[src/rtl/action_pkg.sv]
// Shared definitions for the player action conditioner: action bit indices,
// per-button FSM state type and a small constant helper.
package action_pkg;

  localparam int ACT_RIGHT = 0;
  localparam int ACT_LEFT  = 1;

  typedef enum logic [2:0] {
    ST_IDLE   = 3'd0,
    ST_FIRST  = 3'd1,
    ST_DELAY  = 3'd2,
    ST_REPEAT = 3'd3,
    ST_HELD   = 3'd4
  } act_state_e;

  function automatic int max_int(input int a, input int b);
    return (a > b) ? a : b;
  endfunction

endpackage

[src/rtl/button_debounce.sv]
// Two-flop synchronizer plus debounce counter for one button; reports the
// debounced level and a one-cycle pulse coinciding with an accepted rise.
module button_debounce #(
  parameter int DEBOUNCE_CYCLES = 250000
) (
  input  logic clock,
  input  logic reset_n,
  input  logic i_button_raw,
  output logic o_level,
  output logic o_rise
);

  localparam int CW = $clog2(DEBOUNCE_CYCLES + 1);
  localparam logic [CW-1:0] LAST_COUNT = CW'(DEBOUNCE_CYCLES - 1);

  logic          r_sync1;
  logic          r_sync2;
  logic          r_level;
  logic [CW-1:0] r_cnt;
  logic          w_differ;
  logic          w_accept;

  if (DEBOUNCE_CYCLES < 1) begin : g_bad_debounce_cycles
  end

  assign w_differ = (r_sync2 != r_level);
  // The change is accepted on the cycle that completes the run of disagreement.
  assign w_accept = w_differ && (r_cnt == LAST_COUNT);

  always_ff @(posedge clock or negedge reset_n) begin
    if (!reset_n) begin
      r_sync1 <= 1'b0;
      r_sync2 <= 1'b0;
      r_level <= 1'b0;
      r_cnt   <= '0;
    end else begin
      r_sync1 <= i_button_raw;
      r_sync2 <= r_sync1;
      if (!w_differ) begin
        r_cnt <= '0;
      end else if (w_accept) begin
        r_level <= r_sync2;
        r_cnt   <= '0;
      end else if (r_cnt < LAST_COUNT) begin
        r_cnt <= r_cnt + 1'b1;
      end
    end
  end

  assign o_level = r_level;
  assign o_rise  = w_accept && r_sync2;

endmodule

[src/rtl/action_conditioner.sv]
// Turns debounced buttons into one-cycle move pulses aligned to the vsync
// frame tick. Define ACTION_AUTOREPEAT_EN to enable DAS/ARR auto-repeat.
module action_conditioner
  import action_pkg::*;
#(
  parameter int DEBOUNCE_CYCLES = 250000,
  parameter int DAS_FRAMES      = 16,
  parameter int ARR_FRAMES      = 6
) (
  input  logic       clock,
  input  logic       reset_n,
  input  logic [1:0] buttons_raw,
  input  logic       vsync,
  output logic [1:0] actions
);

  logic       r_vsync;
  logic [1:0] r_pending;
  logic [1:0] r_actions;
  logic       w_tick;
  logic [1:0] w_level;
  logic [1:0] w_rise;
  logic [1:0] w_req;
  logic [1:0] w_issue;
  logic       w_cancel;

  if (DAS_FRAMES < 1 || ARR_FRAMES < 1) begin : g_bad_frame_counts
  end

  assign w_tick = vsync && !r_vsync;

  genvar gi;
  for (gi = 0; gi < 2; gi++) begin : g_btn
    act_state_e r_state;
    logic       w_active;

    button_debounce #(
      .DEBOUNCE_CYCLES(DEBOUNCE_CYCLES)
    ) u_debounce (
      .clock       (clock),
      .reset_n     (reset_n),
      .i_button_raw(buttons_raw[gi]),
      .o_level     (w_level[gi]),
      .o_rise      (w_rise[gi])
    );

    // Still held and not being re-armed by a fresh press this cycle.
    assign w_active = (r_state != ST_IDLE) && w_level[gi] && !w_rise[gi];

`ifdef ACTION_AUTOREPEAT_EN
    localparam int FCW = $clog2(max_int(DAS_FRAMES, ARR_FRAMES) + 1);

    logic [FCW-1:0] r_fcnt;
    logic [FCW-1:0] w_fcnt_inc;
    logic           w_das_hit;
    logic           w_arr_hit;

    assign w_fcnt_inc = (r_fcnt == {FCW{1'b1}}) ? r_fcnt : r_fcnt + 1'b1;
    assign w_das_hit  = w_tick && w_active && (r_state == ST_DELAY) &&
                        (w_fcnt_inc == FCW'(DAS_FRAMES));
    assign w_arr_hit  = w_tick && w_active && (r_state == ST_REPEAT) &&
                        (w_fcnt_inc == FCW'(ARR_FRAMES));
    // Repeat requests raised on a tick are issued on that same tick.
    assign w_req[gi]  = w_das_hit || w_arr_hit;

    always_ff @(posedge clock or negedge reset_n) begin
      if (!reset_n) begin
        r_state <= ST_IDLE;
        r_fcnt  <= '0;
      end else if (w_rise[gi]) begin
        r_state <= ST_FIRST;
        r_fcnt  <= '0;
      end else if ((r_state != ST_IDLE) && !w_level[gi]) begin
        r_state <= ST_IDLE;
        r_fcnt  <= '0;
      end else if (w_tick) begin
        case (r_state)
          ST_FIRST: begin
            r_state <= ST_DELAY;
            r_fcnt  <= '0;
          end
          ST_DELAY: begin
            if (w_das_hit) begin
              r_state <= ST_REPEAT;
              r_fcnt  <= '0;
            end else begin
              r_fcnt <= w_fcnt_inc;
            end
          end
          ST_REPEAT: begin
            r_fcnt <= w_arr_hit ? '0 : w_fcnt_inc;
          end
          default: r_state <= r_state;
        endcase
      end
    end
`else
    assign w_req[gi] = 1'b0;

    always_ff @(posedge clock or negedge reset_n) begin
      if (!reset_n) begin
        r_state <= ST_IDLE;
      end else if (w_rise[gi]) begin
        r_state <= ST_FIRST;
      end else if ((r_state != ST_IDLE) && !w_level[gi]) begin
        r_state <= ST_IDLE;
      end else if (w_tick && (r_state == ST_FIRST)) begin
        r_state <= ST_HELD;
      end
    end
`endif
  end

  assign w_issue  = r_pending | w_req;
  assign w_cancel = w_issue[ACT_RIGHT] && w_issue[ACT_LEFT];

  always_ff @(posedge clock or negedge reset_n) begin
    if (!reset_n) begin
      r_vsync   <= 1'b0;
      r_pending <= 2'b00;
      r_actions <= 2'b00;
    end else begin
      r_vsync <= vsync;
      if (w_tick) begin
        r_actions <= w_cancel ? 2'b00 : w_issue;
      end else begin
        r_actions <= 2'b00;
      end
      // A press accepted on a tick waits for the following tick.
      r_pending <= (w_tick ? 2'b00 : r_pending) | w_rise;
    end
  end

  assign actions = r_actions;

endmodule

[config.mk]
export PLATFORM = sky130hd
export DESIGN_NAME = action_conditioner
export DESIGN_NICKNAME = d
export VERILOG_FILES = /design/src/rtl/action_pkg.sv /design/src/rtl/button_debounce.sv /design/src/rtl/action_conditioner.sv
export SDC_FILE = /design/constraint.sdc
export NUM_CORES = 1
export LEC_CHECK = 0
export ABC_AREA = 1
export BUFFER_PORTS_ARGS = -buffer_cell sky130_fd_sc_hd__buf_4
export CORE_ASPECT_RATIO = 1.25
export CORE_MARGIN = 2
export CORE_UTILIZATION = 55
export DETAILED_ROUTE_END_ITERATION = 6
export GPL_ROUTABILITY_DRIVEN = 0
export PLACE_DENSITY = 0.67
export RECOVER_POWER = 25
export SETUP_SLACK_MARGIN = 0.5
export SYNTH_ARGS = -nofsm -noshare
export SYNTH_HDL_FRONTEND = slang
export SYNTH_SLANG_ARGS = --single-unit
[constraint.sdc]
create_clock -name clock -period 4.5 [get_ports clock]
set_input_delay 0.9 -clock clock [delete_from_list [all_inputs] [get_ports clock]]
set_output_delay 0.9 -clock clock [all_outputs]
set_load 0.02 [all_outputs]
# After elaboration in Yosys (flattened, before gate mapping)
# Index checks and enable logic that the tools add are counted.
# W data, S select, Z words.
dict set report word_totals {
  regBits 47
  input_bits 5
  output_inout_bits 2
  elab_cells 40
}
dict set report op_classes {
  n_addsub 2
  n_lt_le_gt_ge 2
  n_eq_ne 6
  muxes 9
  bitwise 1
  reduce_logical 9
}
# operator n
set ops {}
lappend ops {{$mux W18} 6}
lappend ops {{$add A18 B1 Y18 const B} 2}
lappend ops {{$eq A18 B18 Y1 const B} 2}
lappend ops {{$lt A18 B18 Y1 const B} 2}
lappend ops {{$logic_and A1 B1 Y1} 6}
lappend ops {{$mux W2} 3}
lappend ops {{$ne A3 B3 Y1 const B} 2}
lappend ops {{$reduce_and A2 Y1} 2}
lappend ops {{$ne A1 B1 Y1} 2}
lappend ops {{$or A2 B2 Y2} 1}
lappend ops {{$logic_not A1 Y1} 1}

# Longest topological paths before layout
dict set report depth {
  word_depth 4
  mapped_depth 10
  ltp_nobuf 10
}

# Cells and area by module
# From an unflattened synthesis, not the netlist that was laid out.
dict set report hier_totals {
  hier_cells 431
  hier_area_um2 2970.3
}
# module n_inst cells_per_inst area_per_inst_um2 seq_area_each_um2
set by_module_without_submodules {}
lappend by_module_without_submodules {button_debounce 2 207 1398.8 525.5}
lappend by_module_without_submodules {action_conditioner 1 17 172.7 125.1}

# Least setup slack after synthesis
# No wires, ideal clock.
dict set report synth_path {
  path_type {reg2reg}
  startpoint {reg g_btn[0].u_debounce.r_cnt[0]}
  endpoint {reg g_btn[0].u_debounce.r_cnt[2]}
  setup_time_ns 0.118
  arrival_ns 1.363
  required_ns 4.382
  path_slack_ns 3.019
  path_stages_with_launch 10
  n_path_buf 1
  period_less_slack_ns 1.481
  cell_sequence {dfrtp_1 ha_1 nand3_2 nor2_1 nand2_1 nand3_4 inv_2 buf_6 nand2_1 nand2_1}
}
dict set report synth_between {
  elab_chain_cells 4
  elab_cells_between_ends 8
  classes_between {1 x add/sub; 1 x order compare; 2 x eq/ne; 3 x mux; 1 x reduce/logical}
}
# item line
set synth_lines {}
lappend synth_lines {{start, declared} button_debounce.sv:19} ;# logic [CW-1:0] r_cnt;
lappend synth_lines {{start signal, assigned} button_debounce.sv:45} ;# r_cnt <= r_cnt + 1'b1;
lappend synth_lines {{$add A18 B1 Y18 or $eq A18 B18 Y1 (tied branches)} {button_debounce.sv:45, button_debounce.sv:28}}
lappend synth_lines {{$mux W18 or $logic_and A1 B1 Y1 (tied branches)} {button_debounce.sv:44, button_debounce.sv:28}}
lappend synth_lines {{$mux W18} button_debounce.sv:41} ;# end else if (w_accept) begin
lappend synth_lines {{$mux W18} button_debounce.sv:39} ;# if (!w_differ) begin
# Parallel ways exist; a longest one is shown, timed or not. The select of a mux whose other input is x is not followed.
# A chain may end at the register's enable or synchronous reset.

# Worst setup path in the final report
dict set report layout_path {
  startpoint {reg g_btn[0].u_debounce.r_sync2}
  endpoint {reg g_btn[0].u_debounce.r_cnt[13]}
}
dict set report layout_between {
  elab_chain_cells 4
  elab_cells_between_ends 5
  classes_between {2 x eq/ne; 2 x mux; 1 x reduce/logical}
}
# item line
set layout_lines {}
lappend layout_lines {{start, declared} button_debounce.sv:17} ;# logic r_sync2;
lappend layout_lines {{start signal, assigned} button_debounce.sv:38} ;# r_sync2 <= r_sync1;
lappend layout_lines {{$ne A1 B1 Y1 *} button_debounce.sv:26} ;# assign w_differ = (r_sync2 != r_level);
lappend layout_lines {{$logic_and A1 B1 Y1} button_debounce.sv:28} ;# assign w_accept = w_differ && (r_cnt == LAST_COUNT);
lappend layout_lines {{$mux W18} button_debounce.sv:41}
lappend layout_lines {{$mux W18} button_debounce.sv:39}
# Mark *: on every way between the ends. The rest lies on a longest branch, timed or not.

==> metrics.txt <==
class of the worst hold path=reg2reg; end of the worst register-to-register path=g_btn[0].u_debounce.r_cnt[13]; layout cell share with drive strength beyond 1=0.0780; register clock-pin slew on the reported worst setup and hold paths=roughly 0.090 ns; worst-case vdd ir drop=around 0.00022 V; standard-cell rows=29; capture point of the worst path=g_btn[0].u_debounce.r_cnt[13]; Crit Path Max Fanout=18; final antenna-violating net count=0; post-synthesis async set-or-reset flop share=1.00; Finished Layout Cells=498; growth of design area from synthesis to finish=6.35%; pin count of the biggest net entering global routing=48; dpl hpwl=4.80 mm; violation count after the first detailed-route iteration=around 170; cells traversed along the worst timing path=inv_1, nand2_1, nand2_1, nand2_1, nor2_2, nand3_4, inv_2, o21ai_1; # setup viols final=0; CTS Root Cell=sky130_fd_sc_hd__clkbuf_8; CTS buffer count=5; Setup TNS Final=0 ns; net count of the mapped netlist=~440; Clock Latency Late Sink=roughly 0.3 ns; arrival time at the worst endpoint=around 2.0 ns; initial core utilization=0.578; number of nets in the finished design=442; area of the placeable core=between 5000 and 6000 sq um; number of top-level design ports=7; final total power=approximately 0.8 mW; Reg-to-Reg Start=g_btn[0].u_debounce.r_sync2; dominant synthesized flop cell=sky130_fd_sc_hd__dfrtp_1; post-placement cell count=490; die width=around 70 microns; critical path startpoint=g_btn[0].u_debounce.r_sync2; number of DRC violations after detailed routing=0; RSZ-0062 raised after global routing=no; vias per std cell=between 5 and 6; pre-CTS setup slack=roughly 2.7 ns; number of global-route vias before repair=2540; via total after detailed routing=2581; fmax=between 0.5 and 0.6 GHz; antenna violations before repair=0; final worst slack=between 2 and 3 ns; cell family with the largest share of critical-path delay=simple AND/OR/NAND/NOR gates; mean post-synth cell area=approximately 6.9 sq um; number of warnings reported in the yosys synthesis log=0; most prevalent standard cell on the critical path=sky130_fd_sc_hd__nand2_1; total length of routed wires=between 6 and 7 mm; leakage power of the design=1.63 nW; actual transition at the worst max-transition pin=a little over 0.6 ns; Reg2Reg Setup Slack=between 2 and 3 ns; result of the run=finished clean; # hold bufs at CTS=0; maximum cell stage delay along the critical path=between 0.4 and 0.5 ns; Post-CTS Setup Bufs=0; count of buffer and inverter cells on the critical path=2; Cells after Synth=429; number of gates resized after CTS=0; number of diodes=0; period utilisation layout=0.411; category of the worst setup path capture point=flip-flop; min cycle time layout=1.85 ns; Worst Reg-to-Reg Cells=8; TritonCTS clock tree=done; I/O Buffers=6; Post-Place Cell Area=3030 sq um; CP Depth=8; overall die area=between 5000 and 6000 sq um; total overflow reported by the global router=0; vertical die dimension=between 80 and 90 microns; type of element launching the critical path=flip-flop; ratio of total power to cell area=253 nW/um^2; max-cap check violation count=0; DRT Pass-1 Iters=4; Worst Path Class, Setup=reg2reg; number of hold-slack violations in the final timing report=0; Setup Skew=about 0.0043 ns; Seq/Total Area, Yosys=0.398; number of max-slew violations in the final report=0; Longest Clk Path Bufs=2; wire length of the first global-routing pass=between 10 and 15 mm; GRT Resource Usage Total=0.237; routed length per placed instance=between 10 and 15 microns; CTS H-tree depth=2; synthesized flop and latch total=47; Post-synth EDFFs=0; post-synth design cell area=between 2000 and 3000 sq um; required time of the critical path=4.69 ns; Synth cell types=32; number of sinks driven by the clock tree=47; final instance area=between 3000 and 4000 sq um; headroom to the max-slew limit=0.595; critical-path cell with the highest stage delay=sky130_fd_sc_hd__dfrtp_1
[synth_stat cells, types with 3 or more instances]
cell type,number,share of area
sky130_fd_sc_hd__xor2_1,12,0.036
sky130_fd_sc_hd__nor2_1,61,0.077
sky130_fd_sc_hd__nand3b_1,4,0.010
sky130_fd_sc_hd__nand4_1,10,0.021
sky130_fd_sc_hd__buf_6,3,0.011
sky130_fd_sc_hd__nor3_1,6,0.010
sky130_fd_sc_hd__nand3_1,39,0.066
sky130_fd_sc_hd__o21ai_0,7,0.012
sky130_fd_sc_hd__nand2_1,161,0.20
sky130_fd_sc_hd__o21bai_1,5,0.013
sky130_fd_sc_hd__inv_1,37,0.047
sky130_fd_sc_hd__and2_1,3,0.0063
sky130_fd_sc_hd__nor2_2,4,0.0085
sky130_fd_sc_hd__dfrtp_1,47,0.40
sky130_fd_sc_hd__inv_2,4,0.0051
sky130_fd_sc_hd__buf_2,3,0.0051
[cell type report]
class                      instances  area [sq um]
clock buffer                       6          82.6
clock inverter                     2          35.0
fill                             482          1970
inverter                          41           154
multi-input combinational        334          1570
sequential                        47          1180
tap                               62          77.6
timing repair buffer               6          45.0
[kinds of logic after synthesis]
| group | synth area share |
|---|---|
| simple gates | 0.449 |
| buf+inv | 0.0698 |
| flops | 0.398 |
| compound gates | 0.0368 |
| xor+xnor | 0.0385 |
| fa+ha+maj | 0.00846 |
[worst min-delay path by stage]
stage	start	end	slack [ns]	depth (start not counted)
after global placement	g_btn[0].u_debounce.r_sync1	g_btn[0].u_debounce.r_sync2	0.33	0
after floorplan	g_btn[0].u_debounce.r_sync1	g_btn[0].u_debounce.r_sync2	0.33	0
after CTS	g_btn[1].u_debounce.r_sync1	g_btn[1].u_debounce.r_sync2	0.36	0
after global routing	g_btn[1].u_debounce.r_sync1	g_btn[1].u_debounce.r_sync2	0.36	0
final	g_btn[1].u_debounce.r_sync1	g_btn[1].u_debounce.r_sync2	0.36	0
after detailed placement	g_btn[1].u_debounce.r_sync1	g_btn[1].u_debounce.r_sync2	0.34	0
[stage by stage]
stage | util | hold slack (ns)
after detailed placement | 0.592 | 0.340
after global routing | 0.615 | 0.357
after CTS | 0.615 | 0.358
final | 0.615 | 0.358
after global placement | 0.592 | 0.334
after floorplan | - | 0.331
[registers in the layout (all words and copies together), names as in the netlist]
signal	flops
g_btn.u_debounce.r_cnt	36
actions	2
g_btn.u_debounce.o_level	2
g_btn.u_debounce.r_sync1	2
g_btn.u_debounce.r_sync2	2
r_pending	2
r_vsync	1
[power by group]
group	leakage [nW]	switching (mW)	internal (mW)
Sequential	0.640	0.00710	0.428
Combinational	0.926	0.0222	0.00887
Clock	0.0612	0.150	0.180
Total	1.63	0.179	0.617
[metal layers]
layer	global-route usage	share of wire
met2	0.435	0.52
met4	0.107	0.021
met3	0.0341	0.028
met1	0.272	0.43
met5	0	0
[layout by cell type (no fill, tap or decap), types with 4 or more instances in the layout]
master,count
sky130_fd_sc_hd__nand2_1,161
sky130_fd_sc_hd__nor2_1,61
sky130_fd_sc_hd__dfrtp_1,47
sky130_fd_sc_hd__nand3_1,39
sky130_fd_sc_hd__inv_1,37
sky130_fd_sc_hd__xor2_1,12
sky130_fd_sc_hd__nand4_1,10
sky130_fd_sc_hd__o21ai_0,7
sky130_fd_sc_hd__nor3_1,6
sky130_fd_sc_hd__clkbuf_8,6
sky130_fd_sc_hd__o21bai_1,5
sky130_fd_sc_hd__inv_2,4
sky130_fd_sc_hd__nor2_2,4
sky130_fd_sc_hd__nand3b_1,4
Power figures use the tool's default switching activity.
